## src/rtl/rpc_config_path_pkg.sv

```systemverilog
// Shared types for the RPC configuration path: command source tags, the
// command arbiter state encoding and the arbiter grant vector.
//   cmd_src_e   : which requester produced the command on the CMD_FSM port
//   arb_state_e : output-stage occupancy of rpc_cmd_arbiter
//   grant_t     : one-hot grant from rpc_cmd_prio_sel (all-zero = no winner)
package rpc_config_path_pkg;

   typedef enum logic [1:0] {
      SRC_NONE   = 2'd0,
      SRC_REF    = 2'd1,
      SRC_ZQC    = 2'd2,
      SRC_DIRECT = 2'd3
   } cmd_src_e;

   typedef enum logic {
      ARB_IDLE = 1'b0,
      ARB_BUSY = 1'b1
   } arb_state_e;

   typedef struct packed {
      logic ref_g;
      logic zqc_g;
      logic dir_g;
   } grant_t;

   localparam int unsigned RPC_CMD_WIDTH = 19;

   function automatic cmd_src_e grant_to_src(input grant_t g);
      cmd_src_e src;
      src = SRC_NONE;
      if (g.ref_g) begin
         src = SRC_REF;
      end else if (g.zqc_g) begin
         src = SRC_ZQC;
      end else if (g.dir_g) begin
         src = SRC_DIRECT;
      end
      return src;
   endfunction

   function automatic logic grant_any(input grant_t g);
      return g.ref_g | g.zqc_g | g.dir_g;
   endfunction

endpackage

```

## src/rtl/rpc_cmd_prio_sel.sv

```systemverilog
// Combinational priority select for the RPC command arbiter.
// Turns the three eligibility flags plus the direct-command aging boost into
// a one-hot grant. Normal order is ref > zqc > direct; while boost_i is high
// an eligible direct command jumps to the top.
// Ports:
//   ref_elig_i  : refresh request eligible (already gated by init)
//   zqc_elig_i  : ZQ-cal request eligible (already gated by init)
//   dir_elig_i  : direct command request eligible
//   boost_i     : direct command has aged out and takes top priority
//   grant_o     : one-hot grant, all-zero when nothing is eligible
module rpc_cmd_prio_sel
   import rpc_config_path_pkg::*;
(
   input  logic   ref_elig_i,
   input  logic   zqc_elig_i,
   input  logic   dir_elig_i,
   input  logic   boost_i,
   output grant_t grant_o
);

   always_comb begin
      grant_o = '0;
      if (boost_i && dir_elig_i) begin
         grant_o.dir_g = 1'b1;
      end else if (ref_elig_i) begin
         grant_o.ref_g = 1'b1;
      end else if (zqc_elig_i) begin
         grant_o.zqc_g = 1'b1;
      end else if (dir_elig_i) begin
         grant_o.dir_g = 1'b1;
      end
   end

endmodule

```

## src/rtl/rpc_cmd_arbiter.sv

```systemverilog
// Shares the single RPC DRAM command port between the refresh timer, the
// ZQ-calibration timer and the direct-command FIFO. Fixed priority with an
// aging boost for direct commands, one registered output stage towards
// CMD_FSM. Timer commands are held off until DRAM init has completed.
// Ports:
//   clk_i, rst_ni                  : clock, async active-low reset
//   rpc_init_completed_i           : enables refresh / ZQ-cal requests
//   ref_*  / zqc_* / direct_cmd_*  : valid/ready/cmd per requester
//   cmd_valid_o/cmd_ready_i/cmd_o  : command towards CMD_FSM
//   cmd_src_o                      : requester that produced cmd_o
//   direct_boost_o                 : aging boost active (status)
//
// state    | meaning
// ARB_IDLE | output stage empty, any eligible request is accepted
// ARB_BUSY | output stage holds a command until CMD_FSM takes it
module rpc_cmd_arbiter
   import rpc_config_path_pkg::*;
#(
   parameter int unsigned CMD_WIDTH       = 19,
   parameter int unsigned MAX_DIRECT_WAIT = 8
) (
   input  logic                 clk_i,
   input  logic                 rst_ni,
   input  logic                 rpc_init_completed_i,
   input  logic                 ref_valid_i,
   output logic                 ref_ready_o,
   input  logic [CMD_WIDTH-1:0] ref_cmd_i,
   input  logic                 zqc_valid_i,
   output logic                 zqc_ready_o,
   input  logic [CMD_WIDTH-1:0] zqc_cmd_i,
   input  logic                 direct_cmd_valid_i,
   output logic                 direct_cmd_ready_o,
   input  logic [CMD_WIDTH-1:0] direct_cmd_i,
   output logic                 cmd_valid_o,
   input  logic                 cmd_ready_i,
   output logic [CMD_WIDTH-1:0] cmd_o,
   output cmd_src_e             cmd_src_o,
   output logic                 direct_boost_o
);

   localparam int unsigned      CNT_W   = $clog2(MAX_DIRECT_WAIT + 1);
   localparam logic [CNT_W-1:0] CNT_MAX = CNT_W'(MAX_DIRECT_WAIT);

   arb_state_e           state_q, state_d;
   logic [CMD_WIDTH-1:0] cmd_q, cmd_d;
   cmd_src_e             src_q, src_d;
   logic [CNT_W-1:0]     cnt_q, cnt_d;

   logic                 slot_free;
   logic                 boost;
   logic                 ref_elig;
   logic                 zqc_elig;
   logic                 dir_elig;
   grant_t               grant;
   grant_t               grant_en;
   logic                 win_any;
   logic [CMD_WIDTH-1:0] win_cmd;
   cmd_src_e             win_src;

   // Direct commands are legal during init, timer commands are not.
   assign ref_elig = ref_valid_i & rpc_init_completed_i;
   assign zqc_elig = zqc_valid_i & rpc_init_completed_i;
   assign dir_elig = direct_cmd_valid_i;

   // The output stage can take a new command when empty or when it is
   // being emptied this very cycle (back-to-back, no bubble).
   assign slot_free = (state_q == ARB_IDLE) || cmd_ready_i;
   assign boost     = (cnt_q == CNT_MAX);

   rpc_cmd_prio_sel u_prio_sel (
      .ref_elig_i (ref_elig),
      .zqc_elig_i (zqc_elig),
      .dir_elig_i (dir_elig),
      .boost_i    (boost),
      .grant_o    (grant)
   );

   assign grant_en = slot_free ? grant : '0;
   assign win_any  = grant_any(grant_en);
   assign win_src  = grant_to_src(grant_en);

   always_comb begin
      win_cmd = '0;
      if (grant_en.ref_g) begin
         win_cmd = ref_cmd_i;
      end else if (grant_en.zqc_g) begin
         win_cmd = zqc_cmd_i;
      end else if (grant_en.dir_g) begin
         win_cmd = direct_cmd_i;
      end
   end

   always_comb begin
      state_d = state_q;
      cmd_d   = cmd_q;
      src_d   = src_q;
      case (state_q)
         ARB_IDLE: begin
            if (win_any) begin
               state_d = ARB_BUSY;
               cmd_d   = win_cmd;
               src_d   = win_src;
            end
         end
         ARB_BUSY: begin
            if (cmd_ready_i) begin
               if (win_any) begin
                  cmd_d = win_cmd;
                  src_d = win_src;
               end else begin
                  state_d = ARB_IDLE;
                  cmd_d   = '0;
                  src_d   = SRC_NONE;
               end
            end
         end
         default: begin
            state_d = ARB_IDLE;
            cmd_d   = '0;
            src_d   = SRC_NONE;
         end
      endcase
   end

   // A pending direct command that is not granted in a free slot has always
   // lost to someone, because it would otherwise have won by default.
   always_comb begin
      cnt_d = cnt_q;
      if (!direct_cmd_valid_i || grant_en.dir_g) begin
         cnt_d = '0;
      end else if (slot_free && (cnt_q != CNT_MAX)) begin
         cnt_d = cnt_q + CNT_W'(1);
      end
   end

   always_ff @(posedge clk_i or negedge rst_ni) begin
      if (!rst_ni) begin
         state_q <= ARB_IDLE;
         cmd_q   <= '0;
         src_q   <= SRC_NONE;
         cnt_q   <= '0;
      end else begin
         state_q <= state_d;
         cmd_q   <= cmd_d;
         src_q   <= src_d;
         cnt_q   <= cnt_d;
      end
   end

   assign ref_ready_o        = grant_en.ref_g;
   assign zqc_ready_o        = grant_en.zqc_g;
   assign direct_cmd_ready_o = grant_en.dir_g;
   assign cmd_valid_o        = (state_q == ARB_BUSY);
   assign cmd_o              = cmd_q;
   assign cmd_src_o          = src_q;
   assign direct_boost_o     = boost;

endmodule

```

## config.mk

```make
export PLATFORM = sky130hd
export DESIGN_NAME = rpc_cmd_arbiter
export DESIGN_NICKNAME = d
export VERILOG_FILES = /design/src/rtl/rpc_config_path_pkg.sv /design/src/rtl/rpc_cmd_prio_sel.sv /design/src/rtl/rpc_cmd_arbiter.sv
export SDC_FILE = /design/constraint.sdc
export NUM_CORES = 1
export LEC_CHECK = 0
export CAP_MARGIN = 20
export CORE_MARGIN = 2
export CORE_UTILIZATION = 40
export DETAILED_ROUTE_END_ITERATION = 10
export GPL_ROUTABILITY_DRIVEN = 0
export PLACE_DENSITY = 0.84
export RECOVER_POWER = 100
export SYNTH_ARGS = -nofsm -noshare
export SYNTH_HDL_FRONTEND = slang
export SYNTH_SLANG_ARGS = --single-unit
export TNS_END_PERCENT = 30
```

## constraint.sdc

```tcl
create_clock -name clk_i -period 5.4 [get_ports clk_i]
set_input_delay 0.81 -clock clk_i [delete_from_list [all_inputs] [get_ports clk_i]]
set_output_delay 0.81 -clock clk_i [all_outputs]
set_load 0.02 [all_outputs]
```

## Word level (Yosys, flattened, before mapping)

Cells that the tools add are included.

- Bits in registers: 26
- Logic and storage cells: 48
- Input bits: 64

- Equality and inequality tests: 4
- Bitwise logic cells: 5
- Reductions and logical operators: 7
- Mux-type cells: 27
- $add $sub $neg: 1

Operators with widths:

| kind | count |
|---|---|
| 2-to-1 mux 19 bit | 6 |
| one-hot mux 19 bit (2 select lines) | 1 |
| 2-to-1 mux 2 bit | 8 |
| 2-to-1 mux 4 bit | 2 |
| 2-to-1 mux 1 bit | 7 |
| adder 4 x 1 -> 4 bit, second input constant | 1 |
| == test 4 bit, second input constant | 1 |
| inequality test 2 bit, second input constant | 2 |
| inequality test 4 bit, second input constant | 1 |
| one-hot mux 2 bit (2 select lines) | 1 |
| 2-to-1 mux 3 bit | 1 |
| AND 1 bit | 2 |
| logical AND 1 bit | 2 |
| logical OR 1 bit | 2 |
| bitwise OR 1 bit | 2 |
| one-hot mux 1 bit (2 select lines) | 1 |
| AND reduction 2 bit | 1 |
| nonzero test 2 bit | 1 |
| logical NOT 1 bit | 1 |
| NOT 1 bit | 1 |

## Longest topological paths before layout

- Word-level depth: 11
- Mapped depth: 7

## By module

A second synthesis with hierarchy kept.

- Cell total of the unflattened synthesis: 161
- Area, all modules: 1677.9 um^2

By module, submodules not included:

| module | cells an instance | area an instance (um^2) | sequential area each (um^2) | times used |
|---|---|---|---|---|
| rpc_cmd_arbiter | 156 | 1639.1 | 650.6 | 1 |
| rpc_cmd_prio_sel | 5 | 38.8 | 0.0 | 1 |

## Worst setup path after synthesis

No wires, ideal clock.

- Path kind: input to output
- Start point: input port cmd_ready_i
- End point: output port zqc_ready_o
- Stages on the path: 4
- Path buffers: 1
- Setup slack: 2.938 ns
- Arrival time: 1.652 ns
- Data required time: 4.590 ns
- Cells stage by stage: nor2b_1 buf_6 or4_4 inv_1

- Longest elaborated chain between the ends: 2

Ends and longest elaborated chain:

| item | line | source |
|---|---|---|
| start: declaration | rpc_cmd_arbiter.sv:35 | `input logic cmd_ready_i,` |
| logical OR 1 bit | rpc_cmd_arbiter.sv:67 | `assign slot_free = (state_q == ARB_IDLE) \|\| cmd_ready_i;` |
| 2-to-1 mux 3 bit | rpc_cmd_arbiter.sv:78 | `assign grant_en = slot_free ? grant : '0;` |
| end: declaration | rpc_cmd_arbiter.sv:29 | `output logic zqc_ready_o,` |

No other way between the ends.

## Worst setup path after layout

- Start point: input port rpc_init_completed_i
- End point: register cmd_q[16] (netlist: cmd_o[16])

- Longest elaborated chain between the ends: 11
- Elaborated cells between the ends (all ways): 20
- Those cells by class: 1 x eq/ne; 14 x mux; 4 x bitwise; 1 x reduce/logical

Ends and longest elaborated chain:

| item | line | source |
|---|---|---|
| start: declaration | rpc_cmd_arbiter.sv:24 | `input logic rpc_init_completed_i,` |
| AND 1 bit | rpc_cmd_arbiter.sv:62 | `assign zqc_elig = zqc_valid_i & rpc_init_completed_i;` |
| 2-to-1 mux 1 bit | rpc_cmd_prio_sel.sv:27 | `end else if (zqc_elig_i) begin` |
| 2-to-1 mux 2 bit | rpc_cmd_prio_sel.sv:25 | `end else if (ref_elig_i) begin` |
| 2-to-1 mux 1 bit | rpc_cmd_prio_sel.sv:23 | `if (boost_i && dir_elig_i) begin` |
| 2-to-1 mux 3 bit * | rpc_cmd_arbiter.sv:78 |  |
| 2-to-1 mux 19 bit | rpc_cmd_arbiter.sv:88 | `end else if (grant_en.dir_g) begin` |
| 2-to-1 mux 19 bit | rpc_cmd_arbiter.sv:86 | `end else if (grant_en.zqc_g) begin` |
| 2-to-1 mux 19 bit | rpc_cmd_arbiter.sv:84 | `if (grant_en.ref_g) begin` |
| 2-to-1 mux 19 bit | rpc_cmd_arbiter.sv:107 | `if (win_any) begin` |
| 2-to-1 mux 19 bit | rpc_cmd_arbiter.sv:106 | `if (cmd_ready_i) begin` |
| one-hot mux 19 bit (2 select lines) | rpc_cmd_arbiter.sv:97 | `case (state_q)` |
| end signal: assignment | rpc_cmd_arbiter.sv:144 | `cmd_q <= cmd_d;` |
| end: declaration | rpc_cmd_arbiter.sv:45 | `logic [CMD_WIDTH-1:0] cmd_q, cmd_d;` |

Every way passes the cells marked *; elsewhere a longest branch is shown, timed or not. The select of a mux whose other input is x is not followed.
A chain may end at the register's enable or synchronous reset.

==> results by group <==
Synth
  • Post-synthesis mux area share: 0
  • YS warnings: 0
  • Post-synthesis cell area: 1550 um2
  • Area contributors post-synth: dfrtp_1 42%, a2bb2oi_1 11%, o2bb2ai_1 11%
  • Post-Synth XOR/XNOR Area: 0
  • Top_reg_cell synth: dfrtp_1
  • Mapped Nets: 231
  • Post-synth EDFFs: 0
  • Synth Area in Compound Gates: 0.402
  • Register area share after synthesis: 0.421
  • Commonest cells post-synth: 26 x dfrtp_1, 24 x a21oi_1, 19 x a2bb2oi_1, 19 x o2bb2ai_1, 13 x o21ai_1
  • Synth Area in Adders: 0.0162
  • Synth cell types: 28
  • Leading area contributor after synthesis: dfrtp_1
  • Cells after Synth: 165
  • Avg Cell Area, Syn: 9.37 um2
  • Async set-reset flop share out of synthesis: 1.00
  • FF+latch count, synth: 26
  • Post-Synth Simple-Gate Area: 0.102
  • Main combinational cell family by area after synthesis: compound AO/OA/AOI/OAI gates
  • Yosys top cell area share: 0.421
  • Most common cell in the netlist: dfrtp_1

Flow run
  • Max-capacitance violation count: 0

Critical path
  • CP Data Required Time: 5.59 ns
  • Critical Path End Type: register
  • Crit path to: cmd_o[16]$_DFFE_PN0P_
  • R2R depth: 3
  • CP Max Fanout: 20
  • CP Buf/Inv Count: 2
  • WP depth: 6
  • Setup crit start kind: input port
  • Reg2reg end: cmd_o[16]$_DFFE_PN0P_
  • Reg-to-reg critical path startpoint: cmd_valid_o$_DFF_PN0_
  • Crit path DAT: 4.04 ns
  • Slowest CP cell: o21ai_0
  • Largest stage delay, worst path: 1.17 ns
  • R2r setup slk: 3.25 ns
  • Critical path class: input port to register
  • Critical path startpoint: rpc_init_completed_i
  • CP top delay family: compound AO/OA/AOI/OAI gates
  • Crit path cell chain: dlygate4sd3_1, o21a_1, or2_0, o21ai_0, clkbuf_1, o2bb2ai_1

Drt
  • Via count: 1638
  • Drt drc: 0
  • Avg WL per Cell: 16.2 um
  • Initial DRC count: 50
  • Vias/cell: 5.55
  • Number of detailed-route iterations in the first pass: 4
  • Post-DRT Antenna Nets: 0
  • WL final: 4.77 mm

STA
  • Final TNS setup: 0 ns
  • RSZ-0062 raised after global routing: false
  • Hold Violations, Final: 0
  • Max-slew headroom: 0.0741
  • F_max: 260 MHz
  • Post-route minimum period: 3.85 ns
  • Max-slew violations: 0
  • Fin Hold WS: 0.490 ns
  • Worst-margin pin slew: 1.39 ns
  • Fin crit share: 0.713
  • Final setup viols: 0
  • Skew final: 0.00201 ns

Global routing
  • First-pass GRT wire length: 7.50 mm
  • Initial antenna violation count: 0
  • Global route overflow: 0
  • Vias in the first global route: 1546
  • Largest net degree at the start of global routing: 27
  • Total GRT Usage: 0.223

Clocking
  • Root buf cell: clkbuf_8
  • CTS hold repair buffers: 0
  • CTS tree: built
  • Clk sink count: 26
  • Worst-Skew Late Latency: 0.26 ns
  • H-tree depth: 1
  • CTS Buffer Depth: 2
  • Post-CTS Repair Setup Buffers: 0
  • TritonCTS Buffers: 3
  • Reg clk slew, reported paths: 0.09 ns
  • Post-CTS resize count: 0

Floorplan
  • Die Footprint: 4380 um2
  • Core area: 3690 um2
  • Initial core utilization: 0.419
  • Cell row count: 22
  • Die Wd: 66.2 um
  • Ports: 90
  • Die span in y: 66.2 um

Run status
  • Status: finished, final reports clean

Cells and area
  • # fillers: 319
  • Seq. cell area: 651 um2
  • ANT cells: 0
  • Layout area overhead: 60.9%
  • # nets final: 315
  • Multi-input logic area: 805 um2
  • Fraction of layout cells with a size suffix above 1: 0.0324

Pwr
  • Max rail drop VDD: 0.000145 V
  • Reg power frac: 0.426
  • Internal Power: 0.372 mW
  • Sw frac: 0.309
  • P_sw: 0.166 mW
  • Comb pwr share: 0.373
  • Pleak: 1.02 nW
  • Total power density per cell area: 217 nW/um2
  • Clk pwr share: 0.202

Min path
  • HP Class: register to register
  • Hold wc startpoint: cmd_o[1]$_DFFE_PN0P_

Placement
  • Hpwl dp: 3.35 mm
  • I/O Buffers: 89
[stage by stage]
step	std cells	instance area (um2)	power [mW]	utilization	setup WS (ns)
after global routing	295	2490	0.569	0.675	1.29
after floorplan	165	1550	0.331	-	2.94
after CTS	295	2500	0.553	0.677	1.88
after global placement	292	2450	0.442	0.666	1.90
final	295	2490	0.539	0.675	1.55
after detailed placement	292	2450	0.445	0.666	1.88
[state kept, by name, indices dropped and copies added (netlist names)]
name,flops
cmd_src_o,2
cnt_q,4
cmd_valid_o,1
cmd_o,19
[layout make-up]
cell class | instances | share of cell area
Tap cell | 48 | 0.0241
Clock buffer | 3 | 0.0166
Multi-Input combinational cell | 120 | 0.323
Inverter | 5 | 0.00754
Timing Repair Buffer | 93 | 0.367
Sequential cell | 26 | 0.261
[cells in the final DEF, fill, tap and decap left out]
cell type | Yosys | layout
clkdlybuf4s50_1 | 0 | 60
o211ai_1 | 1 | 1
or3_1 | 1 | 1
nand3b_1 | 2 | 2
o21ai_0 | 11 | 12
and4b_1 | 1 | 1
and2_1 | 3 | 2
o21a_1 | 1 | 1
nand2b_1 | 2 | 2
a211oi_2 | 2 | 2
dlygate4sd3_1 | 0 | 29
clkbuf_1 | 3 | 2
or2_0 | 0 | 1
dfrtp_1 | 26 | 26
nor3b_1 | 1 | 1
a211o_1 | 1 | 1
and2_0 | 0 | 1
a21oi_1 | 24 | 24
ha_1 | 2 | 2
buf_4 | 0 | 2
or4_4 | 1 | 1
o2bb2ai_1 | 19 | 19
nor2b_1 | 2 | 2
o21ai_1 | 13 | 12
nand3_1 | 4 | 4
nor2_1 | 1 | 1
a2bb2oi_1 | 19 | 19
nand2_1 | 7 | 7
clkbuf_8 | 0 | 3
or4_1 | 1 | 1
inv_1 | 5 | 5
[worst min path at each step]
stage                                    end  depth (start not counted)
global route           cmd_o[14]$_DFFE_PN0P_                          1
CTS                 cmd_src_o[1]$_DFFE_PN0P_                          1
detailed placement  cmd_src_o[1]$_DFFE_PN0P_                          1
global placement        cmd_o[8]$_DFFE_PN0P_                          1
floorplan               cmd_o[0]$_DFFE_PN0P_                          0
finish                  cmd_o[1]$_DFFE_PN0P_                          1
[cells by family (layout without fill, tap and decap cells)]
group                      after synthesis  in the layout
DFF                                     26             26
buffers and inverters                   19            101
and+or+nand+nor                         27             27
AOI/OAI and AO/OA                       91             91
adders and majority gates                2              2
[power groups by stage]
stage / combinational, mW / sequential, mW / clock (mW)
6_report: 0.201 / 0.229 / 0.109
5_1_grt: 0.217 / 0.233 / 0.119
4_1_cts: 0.212 / 0.231 / 0.111
3_5_place_dp: 0.211 / 0.234 / 0
3_3_place_gp: 0.209 / 0.234 / 0
2_1_floorplan: 0.0704 / 0.261 / 0
[layer usage]
metal,vias up,global-route usage,wire length (um)
met1,783,0.312,2230
met3,2,0.0273,241
li1,801,-,-
met5,-,0,0
met4,0,0.0459,15
met2,52,0.371,2270
Power figures use the tool's default switching activity.
